### config.mk
export PLATFORM = sky130hd
export DESIGN_NAME = txt_render_pipe
export DESIGN_NICKNAME = d
export VERILOG_FILES = /design/src/rtl/txt_pkg.sv /design/src/rtl/txt_delay_line.sv /design/src/rtl/txt_render_pipe.sv
export SDC_FILE = /design/constraint.sdc
export NUM_CORES = 1
export LEC_CHECK = 0
export CAP_MARGIN = 20
export CELL_PAD_IN_SITES_DETAIL_PLACEMENT = 1
export CELL_PAD_IN_SITES_GLOBAL_PLACEMENT = 1
export CORE_AREA = 2 2 84 86
export CTS_CLUSTER_SIZE = 16
export DETAILED_ROUTE_END_ITERATION = 7
export DIE_AREA = 0 0 86 88
export DONT_BUFFER_PORTS = 1
export HOLD_SLACK_MARGIN = 0.1
export PLACE_DENSITY_LB_ADDON = 0.15
export SKIP_CTS_REPAIR_TIMING = 1
export SYNTH_ARGS = -nofsm -noshare
export SYNTH_HDL_FRONTEND = slang
export SYNTH_SLANG_ARGS = --single-unit
### constraint.sdc
create_clock -name clk -period 1.3 [get_ports clk]
set_clock_uncertainty 0.15 [all_clocks]
set_input_delay 0.26 -clock clk [delete_from_list [all_inputs] [get_ports clk]]
set_output_delay 0.26 -clock clk [all_outputs]
set_load 0.01 [all_outputs]
### src/rtl/txt_pkg.sv
// Shared constants for the pipelined text-mode renderer.
// Holds the attribute byte layout, the pipeline latency and the cursor height.
package txt_pkg;

  localparam int ATTR_FG_LSB   = 0;
  localparam int ATTR_FG_MSB   = 3;
  localparam int ATTR_BG_LSB   = 4;
  localparam int ATTR_BG_MSB   = 6;
  localparam int ATTR_BLINK    = 7;

  localparam int TXT_LAT       = 5;
  localparam int TXT_CUR_LINES = 2;

endpackage

### src/rtl/txt_delay_line.sv
// Fixed-depth shift register with asynchronous active-low reset.
// Carries sync signals and per-pixel side-band data alongside the render pipeline.
module txt_delay_line #(
  parameter int WIDTH = 1,
  parameter int DEPTH = 1
) (
  input  logic             clk,
  input  logic             rst_n,
  input  logic [WIDTH-1:0] d_i,
  output logic [WIDTH-1:0] q_o
);

  logic [WIDTH-1:0] stage_q [DEPTH];

  // Shift one stage per clock; reset clears every stage so in-flight data is dropped.
  always_ff @(posedge clk or negedge rst_n) begin
    if (!rst_n) begin
      for (int i = 0; i < DEPTH; i++) stage_q[i] <= '0;
    end else begin
      stage_q[0] <= d_i;
      for (int i = 1; i < DEPTH; i++) stage_q[i] <= stage_q[i-1];
    end
  end

  assign q_o = stage_q[DEPTH-1];

endmodule

### src/rtl/txt_render_pipe.sv
// Pipelined text-mode renderer: raster position -> text RAM -> glyph ROM -> colour index.
// Five-edge latency from posx/posy/de/hs/vs to pix/de_out/hs_out/vs_out.
//   E1 txt_addr + side-band, E2 RAM read, E3 gly_addr + attribute, E4 ROM read, E5 pix.
// Optional block cursor enabled with macro TXT_CURSOR_EN (adds cur_en/cur_col/cur_row).
module txt_render_pipe
  import txt_pkg::*;
#(
  parameter int GLYPH_W      = 8,
  parameter int GLYPH_H      = 16,
  parameter int COLS         = 80,
  parameter int ROWS         = 30,
  parameter int X_W          = 10,
  parameter int Y_W          = 9,
  parameter int TXT_AW       = 12,
  parameter int GLY_AW       = 12,
  parameter int CHR_BASE     = 32,
  parameter int PIX_W        = 4,
  parameter int BLINK_FRAMES = 32
) (
  input  logic              clk,
  input  logic              rst_n,
  input  logic [X_W-1:0]    posx,
  input  logic [Y_W-1:0]    posy,
  input  logic              de_in,
  input  logic              hs_in,
  input  logic              vs_in,
  output logic [TXT_AW-1:0] txt_addr,
  input  logic [7:0]        txt_chr,
  input  logic [7:0]        txt_attr,
  output logic [GLY_AW-1:0] gly_addr,
  input  logic [7:0]        gly_row,
  output logic [PIX_W-1:0]  pix,
  output logic              de_out,
  output logic              hs_out,
  output logic              vs_out
`ifdef TXT_CURSOR_EN
  ,
  input  logic              cur_en,
  input  logic [6:0]        cur_col,
  input  logic [4:0]        cur_row
`endif
);

  localparam int BIT_W   = 3;
  localparam int SUB_W   = (GLYPH_H > 1) ? $clog2(GLYPH_H) : 1;
  localparam int BLINK_W = (BLINK_FRAMES > 1) ? $clog2(BLINK_FRAMES) : 1;
  localparam int SBA_W   = 1 + BIT_W + 1 + SUB_W;
  localparam int SBB_W   = 1 + BIT_W + 1;
  localparam logic [7:0] CHR_CODE = 8'(CHR_BASE);

  // Stage 0 (combinational from the raster inputs)
  logic [X_W-1:0]    col_s0;
  logic [Y_W-1:0]    row_s0;
  logic [BIT_W-1:0]  bit_s0;
  logic [SUB_W-1:0]  sub_s0;
  logic              blank_s0;
  logic              cur_s0;
  logic [TXT_AW-1:0] txt_addr_d, txt_addr_q;

  // Stage 2/4 side-band
  logic [SBA_W-1:0]  sba;
  logic [SBB_W-1:0]  sbb;
  logic              cur_s2, blank_s2, cur_s4, blank_s4;
  logic [BIT_W-1:0]  bit_s2, bit_s4;
  logic [SUB_W-1:0]  sub_s2;
  logic [7:0]        attr_s4;

  logic [7:0]        gidx;
  logic [GLY_AW-1:0] gly_addr_d, gly_addr_q;

  logic [BLINK_W-1:0] frame_q;
  logic               vs_prev_q;
  logic               blink_phase;

  logic [PIX_W-1:0]  fg, bg, fg_eff, pix_d, pix_q;

  // Cell address, in-cell position and blanking for the incoming raster position.
  always_comb begin
    col_s0     = posx / X_W'(GLYPH_W);
    row_s0     = posy / Y_W'(GLYPH_H);
    bit_s0     = BIT_W'(posx % X_W'(GLYPH_W));
    sub_s0     = SUB_W'(posy % Y_W'(GLYPH_H));
    blank_s0   = !de_in || (col_s0 >= X_W'(COLS)) || (row_s0 >= Y_W'(ROWS));
    txt_addr_d = blank_s0 ? '0 : TXT_AW'(32'(row_s0) * 32'(COLS) + 32'(col_s0));
`ifdef TXT_CURSOR_EN
    cur_s0     = cur_en && !blank_s0 &&
                 (col_s0 == X_W'(cur_col)) && (row_s0 == Y_W'(cur_row)) &&
                 (sub_s0 >= SUB_W'(GLYPH_H - TXT_CUR_LINES));
`else
    cur_s0     = 1'b0;
`endif
  end

  // E1: text RAM address.
  always_ff @(posedge clk or negedge rst_n) begin
    if (!rst_n) txt_addr_q <= '0;
    else        txt_addr_q <= txt_addr_d;
  end

  // Side-band E1..E2: aligned with txt_chr/txt_attr coming back from the RAM.
  txt_delay_line #(.WIDTH(SBA_W), .DEPTH(2)) u_sb_a (
    .clk   (clk),
    .rst_n (rst_n),
    .d_i   ({cur_s0, bit_s0, blank_s0, sub_s0}),
    .q_o   (sba)
  );
  assign {cur_s2, bit_s2, blank_s2, sub_s2} = sba;

  // Codes below the first stored glyph fall back to glyph 0 rather than wrapping.
  always_comb begin
    gidx       = (txt_chr < CHR_CODE) ? 8'd0 : (txt_chr - CHR_CODE);
    gly_addr_d = GLY_AW'(32'(gidx) * 32'(GLYPH_H) + 32'(sub_s2));
  end

  // E3: glyph ROM address.
  always_ff @(posedge clk or negedge rst_n) begin
    if (!rst_n) gly_addr_q <= '0;
    else        gly_addr_q <= gly_addr_d;
  end

  // Attribute E3..E4: aligned with gly_row coming back from the ROM.
  txt_delay_line #(.WIDTH(8), .DEPTH(2)) u_attr (
    .clk   (clk),
    .rst_n (rst_n),
    .d_i   (txt_attr),
    .q_o   (attr_s4)
  );

  // Side-band E3..E4.
  txt_delay_line #(.WIDTH(SBB_W), .DEPTH(2)) u_sb_b (
    .clk   (clk),
    .rst_n (rst_n),
    .d_i   ({cur_s2, bit_s2, blank_s2}),
    .q_o   (sbb)
  );
  assign {cur_s4, bit_s4, blank_s4} = sbb;

  // Frame counter advances on each vs_in rising edge; its MSB is the blink phase.
  always_ff @(posedge clk or negedge rst_n) begin
    if (!rst_n) begin
      vs_prev_q <= 1'b0;
      frame_q   <= '0;
    end else begin
      vs_prev_q <= vs_in;
      if (vs_in && !vs_prev_q) frame_q <= frame_q + BLINK_W'(1);
    end
  end
  assign blink_phase = frame_q[BLINK_W-1];

  // Colour selection: blinking cells swap fg for bg in the off phase; cursor lines are solid fg.
  always_comb begin
    fg     = PIX_W'(attr_s4[ATTR_FG_MSB:ATTR_FG_LSB]);
    bg     = PIX_W'(attr_s4[ATTR_BG_MSB:ATTR_BG_LSB]);
    fg_eff = (attr_s4[ATTR_BLINK] && blink_phase) ? bg : fg;
    if (blank_s4)                   pix_d = '0;
    else if (cur_s4 && !blink_phase) pix_d = fg;
    else                            pix_d = gly_row[bit_s4] ? fg_eff : bg;
  end

  // E5: output colour index.
  always_ff @(posedge clk or negedge rst_n) begin
    if (!rst_n) pix_q <= '0;
    else        pix_q <= pix_d;
  end

  // Sync signals ride a matching five-stage pipe.
  txt_delay_line #(.WIDTH(3), .DEPTH(TXT_LAT)) u_sync (
    .clk   (clk),
    .rst_n (rst_n),
    .d_i   ({de_in, hs_in, vs_in}),
    .q_o   ({de_out, hs_out, vs_out})
  );

  assign txt_addr = txt_addr_q;
  assign gly_addr = gly_addr_q;
  assign pix      = pix_q;

endmodule

==> metrics.md <==
| Metric | Value |
|---|---|
| Type of the worst setup path | primary input to register |
| Final setup vio count | 9 |
| Synth Area in Simple Gates | under 10% |
| Final Hold Violating Endpoints | between 80 and 90 |
| Area growth from synthesis to layout | 28.5% |
| Tcrit/Tclk final | 132% |
| CP required | 1430 ps |
| Total power | roughly 5.5 mW |
| Fillers | between 600 and 700 |
| Die H | 88 um |
| Largest net degree at the start of global routing | roughly 90 |
| Tmin final | 1710 ps |
| R2R Path End | pix[3] |
| Vias per cell | 4.83 |
| Failing checks | negative hold slack, negative setup slack |
| Largest family of logic cells by synthesized area | simple AND/OR/NAND/NOR gates |
| Number of global-route vias before repair | 1681 |
| Antenna violations before repair | 0 |
| Grt ovf | 0 |
| Syn Std Cell Area | 2940 um2 |
| Gate Count Post-Synth | 188 |
| Final WS setup | -410 ps |
| CTS tree | built |
| H-tree levels | 3 |
| Clock group share of total power | 31.2% |
| Yosys cell types | 29 |
| Synth warn | 0 |
| Clock Latency Late Sink | 340 ps |
| Reg2reg setup slack | -250 ps |
| Top post-synthesis cells by area | dfrtp_1, ha_1, mux2i_1 |
| Critical-path cell list | ha_4, ha_4, inv_2, fa_2, nand2b_4, or3_1, a21oi_2 |
| # port buffers | 0 |
| DP HPWL | approximately 3700 um |
| Top cell by count, worst path | ha_4 |
| Final TNS setup | -1980 ps |
| Pwr Density | 1450 nW/um2 |
| Post-route ant nets | 0 |
| Peak VDD IR | about 0.62 mV |
| Pre-antenna DRT Iters | 3 |
| DP Worst Slack | -840 ps |
| Avg Cell Area, Syn | 15.6 um2 |
| Adder-cell share of the synthesized area | 6.04% |
| Asr flop ratio synth | between 90% and 100% |
| IO Pins | a little under 80 |
| Critical Path Slowest Stage Cell | fa_2 |
| Max Fclk | 585 MHz |
| Crit path arrival time | 1840 ps |
| Crit Path Max Fanout | 4 |
| Hold WC Path Type | primary input to asynchronous set/reset pin |
| Largest area contributor in the netlist | dfrtp_1 |
| XOR/XNOR share of the synthesized area | 2.68% |
| Fraction of final layout cells sized beyond drive strength 1 | 20.1% |
| FP Rows | 30 |
| Syn Nets | 249 |
| DR WL/cell | 17.1 um |
| Layout net count | just over 300 |
| CTS Root Cell | clkbuf_8 |
| Max Cap Violations | 0 |
| Top_reg_cell synth | dfrtp_1 |
| Critical path startpoint category | primary input |
| Die Wd | 86 um |
| Most frequent cell after synthesis | dfrtp_1 |
| Clk buf depth | 2 |
| Reg2reg start | u_sb_b.q_o[1] |
| ANT cells | 0 |
| Complex-gate fraction of the synthesized area | 2.98% |
| Slowest stage delay, CP | 460 ps |
| Outcome | finished with violations |
| Initial Util | ~44% |
| DRC errors left | 0 |
| Vias | 1589 |
| Core ar. | 6640 um2 |
| Number of CTS-inserted buffers | 9 |
| RSZ-0062 raised after global routing | yes |
| Tot GR Track Use | between 10% and 20% |
| Sw power | 1.41 mW |
| Post-synthesis mux area share | under 10% |
| Fin Hold WS | -552 ps |
| FF-to-FF path depth | 4 |
| Slew Limit Fails | 0 |
| 1st-iter DRT viols | 77 |
| Die area | 7570 um2 |
| Worst Tran Pin Value | 288 ps |
| #FFs+latches synth | 88 |
| Int Power | 4.09 mW |
| First-pass GRT wire length | 8130 um |
| Relative slew slack | roughly four fifths |
| Crit. End Element | register |
| Routability Congestion | 0.725 |
| WL final | 5630 um |
| Top-area cell type share of the netlist area | 74.9% |
| Buf/Inv on CP | 1 |
| Clock slew at reported path FFs | 90 ps |
| Crit-path leading delay family | adder cells |
| Post-synth EDFFs | 0 |
| Clock sinks | 88 |
| Synth top cells by count | dfrtp_1, ha_1, nor2b_1 |
| Power share of the sequential group | a little under three fifths |
| Switch share | 25.6% |
| Comb pwr share | about an eighth |
| Pleak | around 1.7 nW |
| Post-synthesis sequential area ratio | 74.9% |
-- power by group through the flow --
stage / registers [mW] / clock network [mW] / logic [mW]
floorplan: 3.15 / 0 / 0.377
global placement: 3.18 / 0 / 0.455
detailed placement: 3.19 / 0 / 0.500
CTS: 3.14 / 1.78 / 0.500
global route: 3.17 / 1.91 / 0.721
finish: 3.14 / 1.72 / 0.645
-- cell families after synthesis --
family / count (synthesis)
flops: 88
simple gates: 46
xor+xnor: 9
compound gates: 13
buf+inv: 10
mux: 9
fa+ha+maj: 13
-- layer usage --
metal	GRT usage, %	part of all wire [%]	up-vias
li1	-	-	722
met1	15.3	35	803
met2	25.9	58	53
met3	6.31	5.8	11
met4	6.06	1.8	0
met5	0	0	-
-- registers in the layout, indices dropped and copies added (netlist names) --
register / cells
u_sb_b.stage_q: 4
u_sync.q_o: 3
u_attr.stage_q: 8
u_sb_a.stage_q: 8
frame_q: 5
u_sb_b.q_o: 4
u_sb_a.q_o: 8
gly_addr: 12
u_sync.stage_q: 12
txt_addr: 12
pix: 4
u_attr.q_o: 8
-- worst reg2reg max path, stage by stage (launching register included) --
cell     delay [ps]
dfrtp_1         430
mux2i_1         200
nor3b_1          80
o31a_4          380
and3b_1         200
-- layout by cell type (no fill, tap or decap), types with 2 or more instances in the layout --
master / count
xor2_2: 2
mux2i_1: 8
o21ai_0: 4
clkbuf_8: 9
fa_2: 2
nand2b_1: 7
inv_6: 3
and2_1: 5
a21oi_2: 2
ha_1: 6
ha_4: 5
clkinv_4: 2
xnor2_1: 5
nor2b_1: 9
dlygate4sd3_1: 32
nor2_1: 7
nand4_1: 3
dfrtp_1: 88
buf_4: 13
inv_2: 2
a21o_1: 2
nand2_1: 4
inv_1: 7
nor3_1: 3
-- worst max path at each step --
stage,slack (ps),end,cells past startpoint,startpoint
floorplan,-690,txt_addr[9],7,posy[7]
global placement,-700,txt_addr[9],7,posy[7]
detailed placement,-840,txt_addr[10],8,posy[7]
CTS,-470,txt_addr[10],8,posy[7]
global route,-440,txt_addr[10],8,posy[7]
finish,-410,txt_addr[9],7,posy[5]
-- layout make-up --
cell class	instances	area, um2	area share, %
clock buffer	9	124	3.28
clock inverter	7	62.6	1.66
inverter	9	33.8	0.894
multi-input combinational	90	828	21.9
sequential	88	2200	58.3
tap	80	100	2.65
timing repair buffer	46	429	11.4
-- stage by stage --
step                      std cells  utilization (%)  area, um2
after CTS                       292             50.7       3370
after detailed placement        276             47.9       3180
after global placement          276             47.9       3180
after global routing            329             56.9       3780
final                           329             56.9       3780
after floorplan                 188                -       3020
Note: power is estimated with default switching activity, not from simulation.
